<file path="src/rtl/sram_port_arbiter.sv">
// Two-port burst arbiter in front of a single-port SRAM macro (1-cycle read latency, active-low controls).
// Round-robin at burst granularity; read data returned with valid/ready and a skid hold register.
module sram_port_arbiter #(
    parameter int AW    = 14,
    parameter int DW    = 32,
    parameter int LEN_W = 4
) (
    input  logic                 ACLK,
    input  logic                 ARESETn,
    input  logic [1:0]           req_valid,
    input  logic [1:0]           req_write,
    input  logic [63:0]          req_addr,
    input  logic [2*LEN_W-1:0]   req_len,
    output logic [1:0]           req_ready,
    input  logic [2*DW-1:0]      wdata,
    input  logic [2*DW/8-1:0]    wstrb,
    input  logic [1:0]           wvalid,
    output logic [1:0]           wready,
    output logic [2*DW-1:0]      rdata,
    output logic [1:0]           rvalid,
    output logic [1:0]           rlast,
    input  logic [1:0]           rready,
    output logic                 sram_ceb,
    output logic                 sram_web,
    output logic [AW-1:0]        sram_a,
    output logic [DW-1:0]        sram_d,
    output logic [DW-1:0]        sram_bweb,
    input  logic [DW-1:0]        sram_q
);

    typedef enum logic [1:0] {IDLE, WR, RD} state_t;

    state_t           state_q, state_d;
    logic             rr_q, rr_d;
    logic             owner_q, owner_d;
    logic [AW-1:0]    addr_q, addr_d;
    logic [LEN_W-1:0] len_q, len_d;
    logic [LEN_W:0]   cnt_q, cnt_d;
    logic [LEN_W-1:0] rbeat_q, rbeat_d;
    logic             rvalid_q, rvalid_d;
    logic             fresh_q, fresh_d;
    logic [DW-1:0]    hold_q, hold_d;

    logic             win;
    logic             issue;
    logic             own_wvalid, own_rready;
    logic [DW-1:0]    own_wdata;
    logic [DW/8-1:0]  own_wstrb;
    logic [DW-1:0]    rd_cur;
    logic             unused_addr_bits;

    assign own_wvalid = owner_q ? wvalid[1] : wvalid[0];
    assign own_rready = owner_q ? rready[1] : rready[0];
    assign own_wdata  = owner_q ? wdata[2*DW-1:DW] : wdata[DW-1:0];
    assign own_wstrb  = owner_q ? wstrb[2*DW/8-1:DW/8] : wstrb[DW/8-1:0];
    // sram_q is only valid the cycle after an issue; later cycles of a stalled beat use the hold copy
    assign rd_cur     = fresh_q ? sram_q : hold_q;
    assign unused_addr_bits = ^{req_addr[1:0], req_addr[31:AW+2], req_addr[33:32], req_addr[63:AW+34]};

    always_comb begin
        state_d   = state_q;
        rr_d      = rr_q;
        owner_d   = owner_q;
        addr_d    = addr_q;
        len_d     = len_q;
        cnt_d     = cnt_q;
        rbeat_d   = rbeat_q;
        rvalid_d  = 1'b0;
        fresh_d   = 1'b0;
        hold_d    = fresh_q ? sram_q : hold_q;
        win       = 1'b0;
        issue     = 1'b0;
        req_ready = '0;
        wready    = '0;
        sram_ceb  = 1'b1;
        sram_web  = 1'b1;
        sram_a    = '0;
        sram_d    = '0;
        sram_bweb = '1;
        case (state_q)
            IDLE: begin
                if (|req_valid) begin
                    win       = (&req_valid) ? rr_q : req_valid[1];
                    req_ready = win ? 2'b10 : 2'b01;
                    owner_d   = win;
                    rr_d      = ~win;
                    addr_d    = win ? req_addr[AW+33:34] : req_addr[AW+1:2];
                    len_d     = win ? req_len[2*LEN_W-1:LEN_W] : req_len[LEN_W-1:0];
                    cnt_d     = '0;
                    rbeat_d   = '0;
                    state_d   = (win ? req_write[1] : req_write[0]) ? WR : RD;
                end
            end
            WR: begin
                wready = owner_q ? 2'b10 : 2'b01;
                if (own_wvalid) begin
                    sram_ceb = 1'b0;
                    sram_web = 1'b0;
                    sram_a   = addr_q;
                    sram_d   = own_wdata;
                    for (int unsigned b = 0; b < DW/8; b++) begin
                        sram_bweb[b*8 +: 8] = {8{~own_wstrb[b]}};
                    end
                    addr_d = addr_q + 1'b1;
                    cnt_d  = cnt_q + 1'b1;
                    if (cnt_q == {1'b0, len_q}) begin
                        state_d = IDLE;
                    end
                end
            end
            RD: begin
                issue = (cnt_q <= {1'b0, len_q}) && (!rvalid_q || own_rready);
                if (issue) begin
                    sram_ceb = 1'b0;
                    sram_a   = addr_q;
                    addr_d   = addr_q + 1'b1;
                    cnt_d    = cnt_q + 1'b1;
                end
                fresh_d  = issue;
                rvalid_d = issue || (rvalid_q && !own_rready);
                if (rvalid_q && own_rready) begin
                    rbeat_d = rbeat_q + 1'b1;
                    if (rbeat_q == len_q) begin
                        state_d = IDLE;
                    end
                end
            end
            default: state_d = IDLE;
        endcase
    end

    always_comb begin
        rvalid = '0;
        rlast  = '0;
        rdata  = '0;
        if (rvalid_q) begin
            rvalid = owner_q ? 2'b10 : 2'b01;
            rlast  = (rbeat_q == len_q) ? rvalid : 2'b00;
            rdata  = owner_q ? {rd_cur, {DW{1'b0}}} : {{DW{1'b0}}, rd_cur};
        end
    end

    always_ff @(posedge ACLK or negedge ARESETn) begin
        if (!ARESETn) begin
            state_q  <= IDLE;
            rr_q     <= 1'b0;
            owner_q  <= 1'b0;
            addr_q   <= '0;
            len_q    <= '0;
            cnt_q    <= '0;
            rbeat_q  <= '0;
            rvalid_q <= 1'b0;
            fresh_q  <= 1'b0;
            hold_q   <= '0;
        end else begin
            state_q  <= state_d;
            rr_q     <= rr_d;
            owner_q  <= owner_d;
            addr_q   <= addr_d;
            len_q    <= len_d;
            cnt_q    <= cnt_d;
            rbeat_q  <= rbeat_d;
            rvalid_q <= rvalid_d;
            fresh_q  <= fresh_d;
            hold_q   <= hold_d;
        end
    end

endmodule

</file>
<file path="config.mk">
export PLATFORM = sky130hd
export DESIGN_NAME = sram_port_arbiter
export DESIGN_NICKNAME = d
export VERILOG_FILES = /design/src/rtl/sram_port_arbiter.sv
export SDC_FILE = /design/constraint.sdc
export NUM_CORES = 1
export LEC_CHECK = 0
export CELL_PAD_IN_SITES_DETAIL_PLACEMENT = 0
export CELL_PAD_IN_SITES_GLOBAL_PLACEMENT = 1
export CORE_MARGIN = 1
export CORE_UTILIZATION = 22
export CTS_BUF_LIST = sky130_fd_sc_hd__clkbuf_4 sky130_fd_sc_hd__clkbuf_8
export DETAILED_ROUTE_END_ITERATION = 10
export GPL_ROUTABILITY_DRIVEN = 0
export PLACE_DENSITY = 0.88
export SLEW_MARGIN = 0
export SYNTH_ARGS = -nofsm -noshare
export SYNTH_HDL_FRONTEND = slang
export SYNTH_SLANG_ARGS = --single-unit
</file>
<file path="constraint.sdc">
create_clock -name ACLK -period 2.2 [get_ports ACLK]
set_input_delay 0.44 -clock ACLK [delete_from_list [all_inputs] [get_ports ACLK]]
set_output_delay 0.44 -clock ACLK [all_outputs]
set_load 0.1 [all_outputs]
</file>
==> flow_summary.json, run 1 <==
{
  "seq_area_frac_synth_pct": 34.7,
  "final_nets": 1091,
  "finalSetupTns_ns": -26.57,
  "ys_ff_latch": 65,
  "cts_max_level": 3,
  "avgSynthCellArea_um2": 8.51,
  "power_density_nw_per_um2": 1380,
  "rr_startpoint": "owner_q$_DFFE_PN0P_",
  "stdcell_count": 1173,
  "slew_headroom_pct": 58.9,
  "setup_violations": 147,
  "synth_mux_area_share_pct": 20.5,
  "setup_ws_ns": -0.541,
  "netlist_area_um2": 4680,
  "ys.flop_type": "dfrtp_1",
  "synthXorXnorAreaFrac_pct": 1.12,
  "critPathLaunch": "len_q[2]$_DFFE_PN0P_",
  "finClkSkew_ns": 0.0151,
  "dp.cells": 1119,
  "cts_hold_buf": 0,
  "grt_pass1_wl_um": 33200,
  "first_pass_iters": 4,
  "path_buf_inv": 3,
  "worstSetupPathType": "reg -> out",
  "start_util_pct": 22.3,
  "cp_max_fo": 14,
  "finalMaxSlewViolations": 0,
  "tightest_slew_ns": 0.599,
  "std_cell_rows": 53,
  "drt_wl_total_um": 22100,
  "io_pins": 338,
  "cts_made_buffers": 9,
  "rsz0062_at_grt": "true",
  "hold_ws_ns": 0.0566,
  "ir_drop_mv": 0.960,
  "cap_violations": 0,
  "postSynthNetCount": 747,
  "endpoint_kind": "output pin",
  "gr-total-overflow": 0,
  "max_freq_mhz": 365,
  "tritoncts": "done",
  "clkLatencyLatePin_ns": 0.37,
  "synth-compound-area-share_pct": 9.48,
  "die_y_um": 148,
  "p_leak_nw": 4.90,
  "drive_above_1_share_pct": 52.0,
  "cts-root-buf": "clkbuf_8",
  "grt_usage_pct": 20.1,
  "core_area_um2": 21000,
  "min_period_ns": 2.74,
  "clkSlewWorstSetupHoldPaths_ns": 0.08,
  "grt_pass1_vias": 5637,
  "async_flop_share_pct": 100,
  "hpwl_um": 14700,
  "final_util_pct": 57.1,
  "hold_path_class": "in -> async",
  "port_buffers": 301,
  "wl_per_cell_um": 18.9,
  "area_growth_pct": 155,
  "synthCells": 550,
  "path_cells": "inv_2, ha_4, a21o_1, a211oi_2, o211ai_1, a21oi_2, buf_12, and2_4, buf_12",
  "violations": "negative setup slack",
  "via_count": 5410,
  "cp_slowest_stage_delay_ns": 0.39,
  "ys_types": 48,
  "drcViolationCount": 0,
  "worst-endpoint-arrival_ns": 2.30,
  "antenna_found_initial": 0,
  "fp.dieArea_um2": 21900,
  "status": "finished, violations left",
  "cpMostUsedCell": "buf_12",
  "cpLargestDelayFamily": "compound AO/OA/AOI/OAI gates",
  "cts_max_path_buffers": 2,
  "required_ns": 1.76,
  "antenna_left": 0,
  "yosys.area_share.simple_pct": 19.9,
  "synth_edf_count": 0,
  "grt_max_degree": 66,
  "crit_path_top_delay_cell": "dfrtp_1",
  "routed_via_density": 4.61,
  "synthAdderAreaFrac_pct": 2.94,
  "die_w_um": 148,
  "diodes": 0,
  "hold_violations": 0,
  "critPathLaunchType": "flop",
  "synth_top_family_by_area": "multiplexers",
  "ys_warn_count": 0,
  "drt_first_iter_violations": 187,
  "fin_crit_sh_pct": 125,
  "clock-sinks": 65
}
## state kept, by name, indices dropped and copies added (netlist names)
register and count:
rbeat_q 4, state_q 2, addr_q 14, fresh_q 1
len_q 4, rr_q 1, owner_q 1, rvalid_q 1
hold_q 32, cnt_q 5
## per-layer routing
| metal | track usage [%] | routed length (µm) | vias up |
|---|---|---|---|
| li1 | - | - | 2533 |
| met1 | 22.4 | 8250 | 2637 |
| met2 | 37.6 | 12200 | 205 |
| met3 | 3.83 | 1170 | 35 |
| met4 | 7.47 | 471 | 0 |
| met5 | 0 | 0 | - |
## worst reg2reg max path, cell delays in order (launching register included)
cell and delay (ns):
dfrtp_2 0.45, buf_6 0.14, mux2i_4 0.17, buf_4 0.13, buf_4 0.13, a211oi_4 0.29
buf_4 0.21, nor2b_1 0.19, mux2_2 0.35
## path summary, 6_finish.rpt
check | end | slack [ns] | cells after the start
max in group asynchronous | owner_q$_DFFE_PN0P_ | 1.77 | 2
worst min register to register | rr_q$_DFFE_PN0P_ | 0.50 | 1
worst min-delay path | hold_q[19]$_DFF_PN0_ | 0.06 | 2
min in group ACLK | rr_q$_DFFE_PN0P_ | 0.50 | 1
worst max-delay path | sram_a[8] | -0.54 | 9
worst max register to register | addr_q[1]$_DFFE_PN0P_ | 0.04 | 8
## per-stage QoR
| step | setup WS, ns | cell area, µm² | power (mW) |
|---|---|---|---|
| 2_1_floorplan | -0.690 | 5470 | 9.21 |
| 3_3_place_gp | -0.268 | 10100 | 12.6 |
| 3_5_place_dp | -0.270 | 10100 | 12.8 |
| 4_1_cts | -0.577 | 11800 | 15.9 |
| 5_1_grt | -0.659 | 12000 | 17.2 |
| 6_report | -0.541 | 12000 | 16.5 |
## kinds of logic (layout without fill, tap and decap cells)
logic type	count (synthesis)	count (layout)
AOI/OAI and AO/OA	61	61
and+or+nand+nor	203	203
adders and majority gates	11	11
DFF	65	65
xor gates and xnor gates	6	6
muxes	95	95
buffers and inverters	109	457
## report_power, final
| group | internal, mW | switching [mW] |
|---|---|---|
| clock network | 0.688 | 0.503 |
| registers | 1.75 | 0.484 |
| logic | 5.39 | 7.65 |
| total | 7.83 | 8.64 |
## cell usage in the layout, fill, tap and decap left out, types with 13 or more instances in the layout
master,count
and2_4,14
buf_12,170
buf_4,49
clkdlybuf4s50_1,148
dfrtp_1,63
inv_1,42
mux2i_1,42
mux2i_2,29
mux2i_4,18
nand2_1,24
nand3_1,13
nor2_4,99
o21ai_0,15
## cells in the mapped netlist, drive strengths merged (6+ instances only)
library cell / number / area [µm²]
nand3: 13 / 65.1
nand4: 8 / 50.1
nand2: 25 / 93.8
inv: 48 / 180
dfrtp: 65 / 1630
xnor2: 6 / 52.6
o32ai: 6 / 52.6
nor2: 110 / 413
mux2i: 89 / 895
a211o: 6 / 52.6
buf: 37 / 257
mux2: 6 / 67.6
clkbuf: 24 / 90.1
o21ai: 18 / 90.1
and2: 16 / 100
ha: 11 / 138
a21oi: 6 / 30.0
## what timing repair did
action,4_1_cts,5_1_grt
gates cloned,15,1
pin swaps,47,20
setup endpoints to repair,149,161
buffers inserted,21,10
resized for setup,210,58
## final cells by class
class | count | area [µm²]
clock buffer | 12 | 153
fill | 1632 | 8990
tap | 275 | 344
multi-input combinational | 376 | 3820
timing repair buffer | 394 | 5750
sequential | 65 | 1630
clock inverter | 3 | 65.1
inverter | 48 | 198
Note: power is estimated with default switching activity, not from simulation.
==> run 2, diff against run 1 <==
--- a/config.mk
+++ b/config.mk
@@ -5,14 +5,16 @@
 export SDC_FILE = /design/constraint.sdc
 export NUM_CORES = 1
 export LEC_CHECK = 0
+export ABC_CLOCK_PERIOD_IN_PS = 2200
 export CELL_PAD_IN_SITES_DETAIL_PLACEMENT = 0
 export CELL_PAD_IN_SITES_GLOBAL_PLACEMENT = 1
-export CORE_MARGIN = 1
+export CORE_MARGIN = 5
 export CORE_UTILIZATION = 22
 export CTS_BUF_LIST = sky130_fd_sc_hd__clkbuf_4 sky130_fd_sc_hd__clkbuf_8
 export DETAILED_ROUTE_END_ITERATION = 10
 export GPL_ROUTABILITY_DRIVEN = 0
 export PLACE_DENSITY = 0.88
+export RECOVER_POWER = 100
 export SLEW_MARGIN = 0
 export SYNTH_ARGS = -nofsm -noshare
 export SYNTH_HDL_FRONTEND = slang
==> run 2 against run 1 <==
  * The flow finishes with violations (max-capacitance violations, max-slew violations, negative setup slack)
  * Sequential cell count stayed put
  * Core utilization fell by 1.6 points
  * Sequential share of layout area up 0.36 points
  * Clock skew shrank 0.0016 ns
  * Count of clock-buffer cells in the layout stayed put
  * Maximum frequency down 1.3%
  * Wire length up 1.2%
  * Final area is 2.6% lower
  * Largest cell class unchanged
  * Largest power group unchanged
==> flow_summary.json, run 2 (synthesized netlist as in run 1, its figures left out) <==
{
  "clkSlewWorstSetupHoldPaths_ns": 0.08,
  "slew_headroom_pct": -24.8,
  "drcViolationCount": 0,
  "tritoncts": "done",
  "hold_path_class": "in -> async",
  "status": "finished, violations left",
  "power_density_nw_per_um2": 1350,
  "finalMaxSlewViolations": 33,
  "seqPwrFrac_pct": 14.4,
  "cap_violations": 1,
  "wl_met3_um": 1430,
  "comb_power_share_pct": 79.5,
  "cts_hold_buf": 0,
  "via_count": 5384,
  "rsz0062_at_grt": "true",
  "gr-total-overflow": 0,
  "worst-endpoint-arrival_ns": 2.34,
  "stdcell_count": 1168,
  "start_util_pct": 22.3,
  "final_cell_mix": "162 x buf_12, 148 x clkdlybuf4s50_1, 98 x nor2_4",
  "routed_via_density": 4.61,
  "largestRegisters": "hold_q: 32 flops, addr_q: 14 flops, cnt_q: 5 flops",
  "wl_per_cell_um": 19.2,
  "grt_max_degree": 36,
  "p_leak_nw": 4.82,
  "endpoint_kind": "output pin",
  "final_nets": 1086,
  "cts_max_level": 3,
  "required_ns": 1.76,
  "die_w_um": 156,
  "stdcell_area_um2": 11700,
  "dr.max_layer_used": "met4",
  "setup_violations": 142,
  "cts_max_path_buffers": 2,
  "core_area_um2": 21000,
  "port_buffers": 301,
  "hold_violations": 0,
  "placed_area_um2": 10100,
  "grt_pass1_wl_um": 30700,
  "wl_met1_um": 8430,
  "swShare_pct": 54.1,
  "cp_max_fo": 7,
  "grt_pass1_vias": 5502,
  "drt_first_iter_violations": 179,
  "critPathLaunchType": "flop",
  "clkLatencyLatePin_ns": 0.37,
  "drt_wl_total_um": 22400,
  "grt_usage_pct": 16.2,
  "clock-sinks": 65,
  "cts-root-buf": "clkbuf_8",
  "clkPwrFrac_pct": 6.1,
  "antenna_found_initial": 0,
  "final_util_pct": 55.5,
  "p_sw_mw": 8.48,
  "hpwl_um": 15500,
  "area_growth_pct": 149,
  "die_y_um": 156,
  "setup_ws_ns": -0.578,
  "min_period_ns": 2.78,
  "max_freq_mhz": 360,
  "finClkSkew_ns": 0.0135,
  "violations": "max-capacitance violations, max-slew violations, negative setup slack",
  "diodes": 0,
  "first_pass_iters": 4,
  "largest_reg_flops": 32,
  "dp.cells": 1116,
  "fin_crit_sh_pct": 126,
  "cts_made_buffers": 9,
  "top_register": "hold_q",
  "ir_drop_mv": 0.892,
  "tightest_slew_ns": 1.87,
  "std_cell_rows": 53,
  "fp.dieArea_um2": 24300,
  "drive_above_1_share_pct": 48.0,
  "antenna_left": 0,
  "intPower_mw": 7.21,
  "worstSetupPathType": "reg -> out",
  "io_pins": 338,
  "hold_ws_ns": 0.312,
  "met2_length_um": 11900,
  "finalSetupTns_ns": -43.37,
  "layout_commonest_cell": "buf_12",
  "fillers": 1666
}
==> run 2: cell types whose count changed in the layout (fill, tap and decap cells not counted), moves of 3 or more <==
cell / before / now
mux2i_2: 29 / 1
clkbuf_1: 0 / 3
buf_4: 49 / 44
clkbuf_16: 1 / 4
clkbuf_2: 0 / 3
mux2i_1: 42 / 72
buf_12: 170 / 162
==> run 2: per-layer routing <==
layer / GRT usage [%] / vias up
li1: - / 2519
met1: 18.1 / 2614
met2: 30.0 / 213
met3: 4.05 / 38
met4: 5.00 / 0
met5: 0 / -
==> run 2: worst max-delay path, cell delays in order, from the launching register on <==
cell and delay [ns]:
dfrtp_1 0.48, clkbuf_1 0.70, buf_6 0.20, mux2i_4 0.33, nor2_4 0.08, buf_12 0.17
==> run 2: final timing paths <==
path | end | slack, ns | depth (start not counted) | startpoint
worst max-delay path | rdata[30] | -0.58 | 5 | fresh_q$_DFF_PN0_
worst min-delay path | hold_q[15]$_DFF_PN0_ | 0.31 | 2 | ARESETn
worst max register to register | cnt_q[3]$_DFFE_PN0P_ | 0.05 | 8 | owner_q$_DFFE_PN0P_
worst min register to register | rr_q$_DFFE_PN0P_ | 0.50 | 1 | rr_q$_DFFE_PN0P_
max in group asynchronous | owner_q$_DFFE_PN0P_ | 0.27 | 2 | ARESETn
min in group ACLK | rr_q$_DFFE_PN0P_ | 0.50 | 1 | rr_q$_DFFE_PN0P_
==> run 2: power by group through the flow <==
stage	logic [mW]	registers, mW	clock network [mW]
4_1_cts	11.6	2.17	0.968
5_1_grt	13.0	2.32	1.03
3_5_place_dp	10.6	2.17	0
2_1_floorplan	7.18	2.03	0
3_3_place_gp	10.5	2.16	0
6_report	12.5	2.26	0.952
==> run 2: metrics by stage <==
| stage | power (mW) | setup WS (ns) |
|---|---|---|
| detailed placement | 12.8 | -0.284 |
| floorplan | 9.21 | -0.690 |
| finish | 15.7 | -0.578 |
| global route | 16.4 | -0.668 |
| global placement | 12.6 | -0.263 |
| CTS | 14.8 | -0.554 |
==> run 2: layout make-up <==
type,instances,area [µm²],area share (%)
multi-input combinational,376,3690,31.7
sequential,65,1630,14.0
tap,275,344,2.95
clock inverter,3,17.5,0.150
clock buffer,12,153,1.31
timing repair buffer,389,5640,48.4
inverter,48,180,1.55
==> run 2: timing repair <==
action / CTS / global route
endpoints found under the setup margin: 144 / 162
cloned: 8 / 7
gates resized for setup: 136 / 105
setup buffers: 9 / 15
endpoints found under the hold margin: 0 / 0
pin swaps: 29 / 26
==> run 3, diff against run 2 <==
--- a/config.mk
+++ b/config.mk
@@ -15,7 +15,7 @@
 export GPL_ROUTABILITY_DRIVEN = 0
 export PLACE_DENSITY = 0.88
 export RECOVER_POWER = 100
-export SLEW_MARGIN = 0
+export SLEW_MARGIN = 20
 export SYNTH_ARGS = -nofsm -noshare
 export SYNTH_HDL_FRONTEND = slang
 export SYNTH_SLANG_ARGS = --single-unit
==> results of run 3 <==
No change in the layout: final DEF, timing and power equal those of run 2.
==> RTL change 1 (settings of run 2) <==
Take the reset off `addr_q` and `hold_q` and load them in a clocked block of their own.
--- a/src/rtl/sram_port_arbiter.sv
+++ b/src/rtl/sram_port_arbiter.sv
@@ -146,5 +146,4 @@
             rr_q     <= 1'b0;
             owner_q  <= 1'b0;
-            addr_q   <= '0;
             len_q    <= '0;
             cnt_q    <= '0;
@@ -152,10 +151,8 @@
             rvalid_q <= 1'b0;
             fresh_q  <= 1'b0;
-            hold_q   <= '0;
         end else begin
             state_q  <= state_d;
             rr_q     <= rr_d;
             owner_q  <= owner_d;
-            addr_q   <= addr_d;
             len_q    <= len_d;
             cnt_q    <= cnt_d;
@@ -163,6 +160,10 @@
             rvalid_q <= rvalid_d;
             fresh_q  <= fresh_d;
-            hold_q   <= hold_d;
         end
+    end
+
+    always_ff @(posedge ACLK) begin
+        addr_q <= addr_d;
+        hold_q <= hold_d;
     end
 
Formal check against the unedited RTL: same outputs for any inputs over 4 cycles, from zero or initial values and one cycle with ARESETn low; that may be too few to reach the edited logic, so the function may still have changed.
==> RTL change 1 against run 2 <==
- the run ends with setup timing left
- largest cell class unchanged
- synthesized area is 6.5% lower
- cell area is 3.8% lower
- routed wire length is 12% lower
- total power shrank 2.0%
- sequential cell count is the same
- synthesized cell count fell by 4.0%
- setup slack improved by 0.16 ns
- worst hold slack improved by 0.15 ns
==> RTL change 1: results (changes against run 2) <==
Outcome
The run finished, with violations left. The final reports fail on setup timing.

Timing
The remaining max-slew budget at the tightest pin was 26.8% (+52 points). The accumulated negative setup slack is -26.29 ns (+17.07 ns). The final worst slack is -0.416 ns (+0.162 ns). The worst clock skew on the final layout came to 0.0123 ns (-0.00122 ns). The final setup violation count is 139 (-2.1%). The worst hold slack across all endpoints is 0.460 ns (+0.148 ns).

Synth
The compound-gate portion of the synthesized area came to 5.69% (-3.8 points). The cell count after synthesis came to 528 (-4.0%). The async set-or-reset flop fraction in the synthesized netlist was 29.2% (-71 points). The most used flip-flop cell after synthesis is dfxtp_1.

By count the netlist is led by nor2_1 (111), mux2i_1 (83), inv_1 (45), dfxtp_1 (32), nand2_1 (32). The count of warnings emitted by yosys is 0 (unchanged). The net count after synthesis is 725 (-2.9%). The number of unique standard cell types used by synthesis is 38 (-21%).

The arithmetic-cell share of the synthesized area counting full adders, half adders and majority gates is 3.14% (+0.20 points). By area the synthesized netlist is led by mux2i_1 (19%), dfxtp_1 (15%), dfrtp_1 (11%). The number of enable-type register cells in the synthesized netlist is 14 (+14).

The post-synthesis mux area share was 21.3% (+0.75 points). The fraction of synthesized cell area in xor and xnor cells came to 3.60% (+2.5 points). The sequential element share of the synthesized area is 35.1% (+0.36 points).

Clock tree
The clock latency of the later-clocked register in the worst-skew pair is 0.35 ns (-0.02 ns). The maximum root-to-sink buffer count was 2 (unchanged). After clock tree synthesis, the clock-pin slew on the worst setup and hold paths is around 0.07 ns. The total number of clock tree sinks is 65 (unchanged).

Power
The largest vdd supply drop is 0.825 mV (-7.5%). The leakage power is 4.56 nW (-5.4%).

Finish
The final non-filler cell area is 11200 sq um (-3.8%). The fraction of final layout cells with drive strength greater than 1 came to 44.6% (-3.4 points). The layout filler cell count is 1589 (-4.6%).

The number of nets in the layout is 1084 (-0.18%).

Detailed routing
The DRC marker count from the first detailed-route iteration is 129 (-28%). The total wirelength of the detailed-routed design is 19.6 mm (-12%). The vias per cell is 4.32 (-6.2%). The post-detailed-route wirelength per cell was 17.0 um (-12%). The first-pass detailed-route iteration total was 4 (unchanged).

Global route
The largest net degree at the start of global routing is 33 (-8.3%). The initial antenna violation count is 1 (+1). The wire length of the first global-routing pass is 29.2 mm (-5.1%). The via count of the first global-routing pass is 5192 (-5.6%).

The total routing usage reported by global routing is 16.5% (+0.37 points).

Setup path
The launching instance or port of the critical path is cnt_q[2]. The reg-to-reg setup timing slack came to 0.08 ns (+0.03 ns). The end point of the critical path is sram_a[2]. The number of cells on the worst reg-to-reg path came to 10 (+2). The worst-path maximum fanout was 14 (+7).

The data arrival time of the worst path was 2.18 ns (-0.16 ns). In this run the critical register-to-register path is captured at cnt_q[2].

Worst hold path
The worst hold path was traced through 2 stages. For hold timing, the worst endpoint is hold_q[6]. The path class of the lowest-slack min-delay path is reg -> reg.

Place
The number of port buffers is 301 (unchanged). The total half-perimeter wirelength after legalization and detailed placement is 15.2 mm (-1.8%). The total placed instance area was 10500 sq um (+3.3%). The setup slack at placement came to -0.375 ns (-0.0911 ns).
-- RTL change 1: cell types whose count changed after synthesis, moves of 6 or more --
cell             run 2  this run
edfxtp_1             0        14
dfxtp_1              0        32
dfrtp_1             65        19
and2_1              16         1
o21ai_0             17        30
and3_1               3        17
xor2_1               0         7
o32ai_1              6         0
nand2_1             25        32
-- RTL change 1: what timing repair did --
item,in CTS,in global routing
setup buffers,13,8
setup endpoints to repair,121,168
pin swaps,28,24
gates cloned,6,2
resized for setup,52,41
-- RTL change 1: logic make-up after synthesis --
| group | Yosys count |
|---|---|
| AND/OR/NAND/NOR | 196 |
| buffers and inverters | 103 |
| multiplexers | 92 |
| flip-flops | 65 |
| AO/OA/AOI/OAI | 43 |
| XOR/XNOR | 18 |
| adder cells (fa/ha/maj) | 11 |
-- RTL change 1: power by group --
| part | internal [mW] | switching [mW] |
|---|---|---|
| logic | 4.70 | 7.21 |
| registers | 1.92 | 0.408 |
| clock network | 0.645 | 0.484 |
| total | 7.27 | 8.11 |
-- RTL change 1: per-layer routing --
layer	GRT usage (%)	vias to the layer above	wire length [um]
met5	0	-	11
met4	4.35	2	405
met3	4.67	33	1350
met2	30.4	182	10400
met1	18.7	2353	7420
li1	-	2431	-
-- RTL change 1: final cells by class --
type                    instances  area share, %
flip-flops and latches         65           13.7
multi-input cells             361           29.8
well taps                     265           2.96
clock inverters                 6          0.736
inverters                      46           1.56
clock buffers                  10           1.17
repair buffers                404           50.1
-- RTL change 1: critical path, stage by stage (launching register included) --
cell and delay [ns]:
dfrtp_1 0.42, ha_4 0.30, nand3_4 0.08, o221a_4 0.28, o21ai_4 0.16, o21ai_4 0.08, buf_12 0.15, and3_4 0.19
buf_12 0.16
==> RTL change 2 (flow settings as in run 2) <==
Without the edit above. The parameter `AW` goes from 14 to 13.
--- a/src/rtl/sram_port_arbiter.sv
+++ b/src/rtl/sram_port_arbiter.sv
@@ -2,5 +2,5 @@
 // Round-robin at burst granularity; read data returned with valid/ready and a skid hold register.
 module sram_port_arbiter #(
-    parameter int AW    = 14,
+    parameter int AW    = 13,
     parameter int DW    = 32,
     parameter int LEN_W = 4
Interface: changed (resized sram_a); port bits go from 338 to 337. The function was not compared with the original's and may differ.
==> RTL change 2 against run 2 <==
- the flow finishes with violations (setup timing)
- combinational power increased by 8%
- via count increased by 0.26%
- total power increased by 7.0%
- cell area increased by 1.8%
- setup slack got worse by 0.030 ns
- maximum frequency decreased by 1.1%
- routed wire length increased by 1.6%
- sequential cell count decreased by 1
- first-iteration DRC count increased by 10%
- non-clock buffer count increased by 14
- synthesized area decreased by 0.94%
- critical endpoint is now sram_a[2]
==> RTL change 2: results (changes against run 2) <==
Outcome
The flow ran to the end, but the final reports show violations. The checks that failed: setup timing.

Global route
The global-route met1 utilization was 20.5% (+2.4 points). The via count of the first global-routing pass is 5437 (-1.2%). The total routing usage reported by global routing came to 16.2% (+0.037 points). The largest net degree at the start of global routing came to 35 (-2.8%).

Setup path
The worst-path maximum fanout came to 13 (+6). The launching instance or port of the critical path is len_q[2]. The slowest stage of the critical path is the dfrtp_1 cell.

The worst register-to-register path ends at cnt_q[2]. The data arrival time of the worst path is 2.37 ns (+0.03 ns).

Synth
The net count after synthesis is 743 (-0.54%). By count the netlist is led by nor2_1 (113), mux2i_1 (88), dfrtp_1 (64), inv_1 (46), buf_4 (30). The sequential element share of the synthesized area is 34.5% (-0.21 points).

Yosys attributes the largest share of cell area to dfrtp_1 (35%), mux2i_1 (19%), nor2_1 (9.1%). The number of unique standard cell types used by synthesis is 52 (+8.3%). The post-synthesis mux area share is 20.0% (-0.59 points).

Finish
The proportion of cell area spent on the clock network is 1.74% (+0.28 points). The largest registers in the layout are hold_q: 32 flops, addr_q: 13 flops, cnt_q: 5 flops. The total area of sequential cells is 1600 sq um (-1.5%). The clock buffer count in the final layout is 13 (+1). The count of plain and timing-repair buffers in the layout came to 403 (+3.6%).

The number of inverters outside the clock class in the layout was 46 (-4.2%). The fraction of final layout cells with drive strength greater than 1 is 51.0% (+3.0 points). The multi-input logic portion of the cell area is 31.5% (-0.16 points). The count of flip-flops and latches is 64 (-1.5%).

The relative area of non-clock buffer cells in the final design is 48.8% (+0.43 points).

Detailed routing
The met3 routed wirelength was 1.63 mm (+14%). The total wirelength of the detailed-routed design was 22.8 mm (+1.6%). The wire length on met2 is 11.7 mm (-2.1%).

The met1 layer wirelength in the final routing is 9.17 mm (+8.9%). The vias per cell is 4.57 (-0.76%).

Timing
The final worst slack came to -0.608 ns (-0.0300 ns). The worst clock skew on the final layout came to 0.00715 ns (-0.00638 ns). The remaining max-slew budget at the tightest pin is 33.1% (+58 points). The final setup violation count is 160 (+13%). The accumulated negative setup slack was -51.55 ns (-8.19 ns).

Clock tree
The number of buffers added for setup after CTS is 18 (+9). The total of cells resized after clock tree synthesis is 105 (-23%).

Place
The total half-perimeter wirelength after legalization and detailed placement is 15.6 mm (+0.65%).

Die
The die footprint is 24100 sq um (-0.87%).

Run
The number of maximum-capacitance violations is 0 (-1).

Power
The leakage power is 4.83 nW (+0.28%).
## RTL change 2: cell types whose count changed after synthesis, sizes merged, moves of 3 or more
cell / delta
a211o: -5
a311oi: +4
nand2b: +3
nand3: -3
nor2: +3
nor4b: -3
o21ai: +3
## RTL change 2: worst max-delay path, delay by kind of cell (launching register included)
family	cells	cell delay (ns)
AO/OA/AOI/OAI	4	0.87
adder cells (fa/ha/maj)	1	0.20
buffers and inverters	3	0.40
flip-flops	1	0.39
AND/OR/NAND/NOR	1	0.16
## RTL change 2: report_power, final
part           internal, mW  switching, mW
Sequential             1.73          0.427
Clock                 0.608          0.483
Combinational          5.48           8.07
## RTL change 2: cells by family (layout without fill, tap and decap cells)
family | count (synthesis) | in the layout
compound gates | 62 | 63
xor+xnor | 6 | 6
fa+ha+maj | 11 | 11
buf+inv | 108 | 465
flops | 64 | 64
mux | 92 | 92
simple gates | 203 | 204
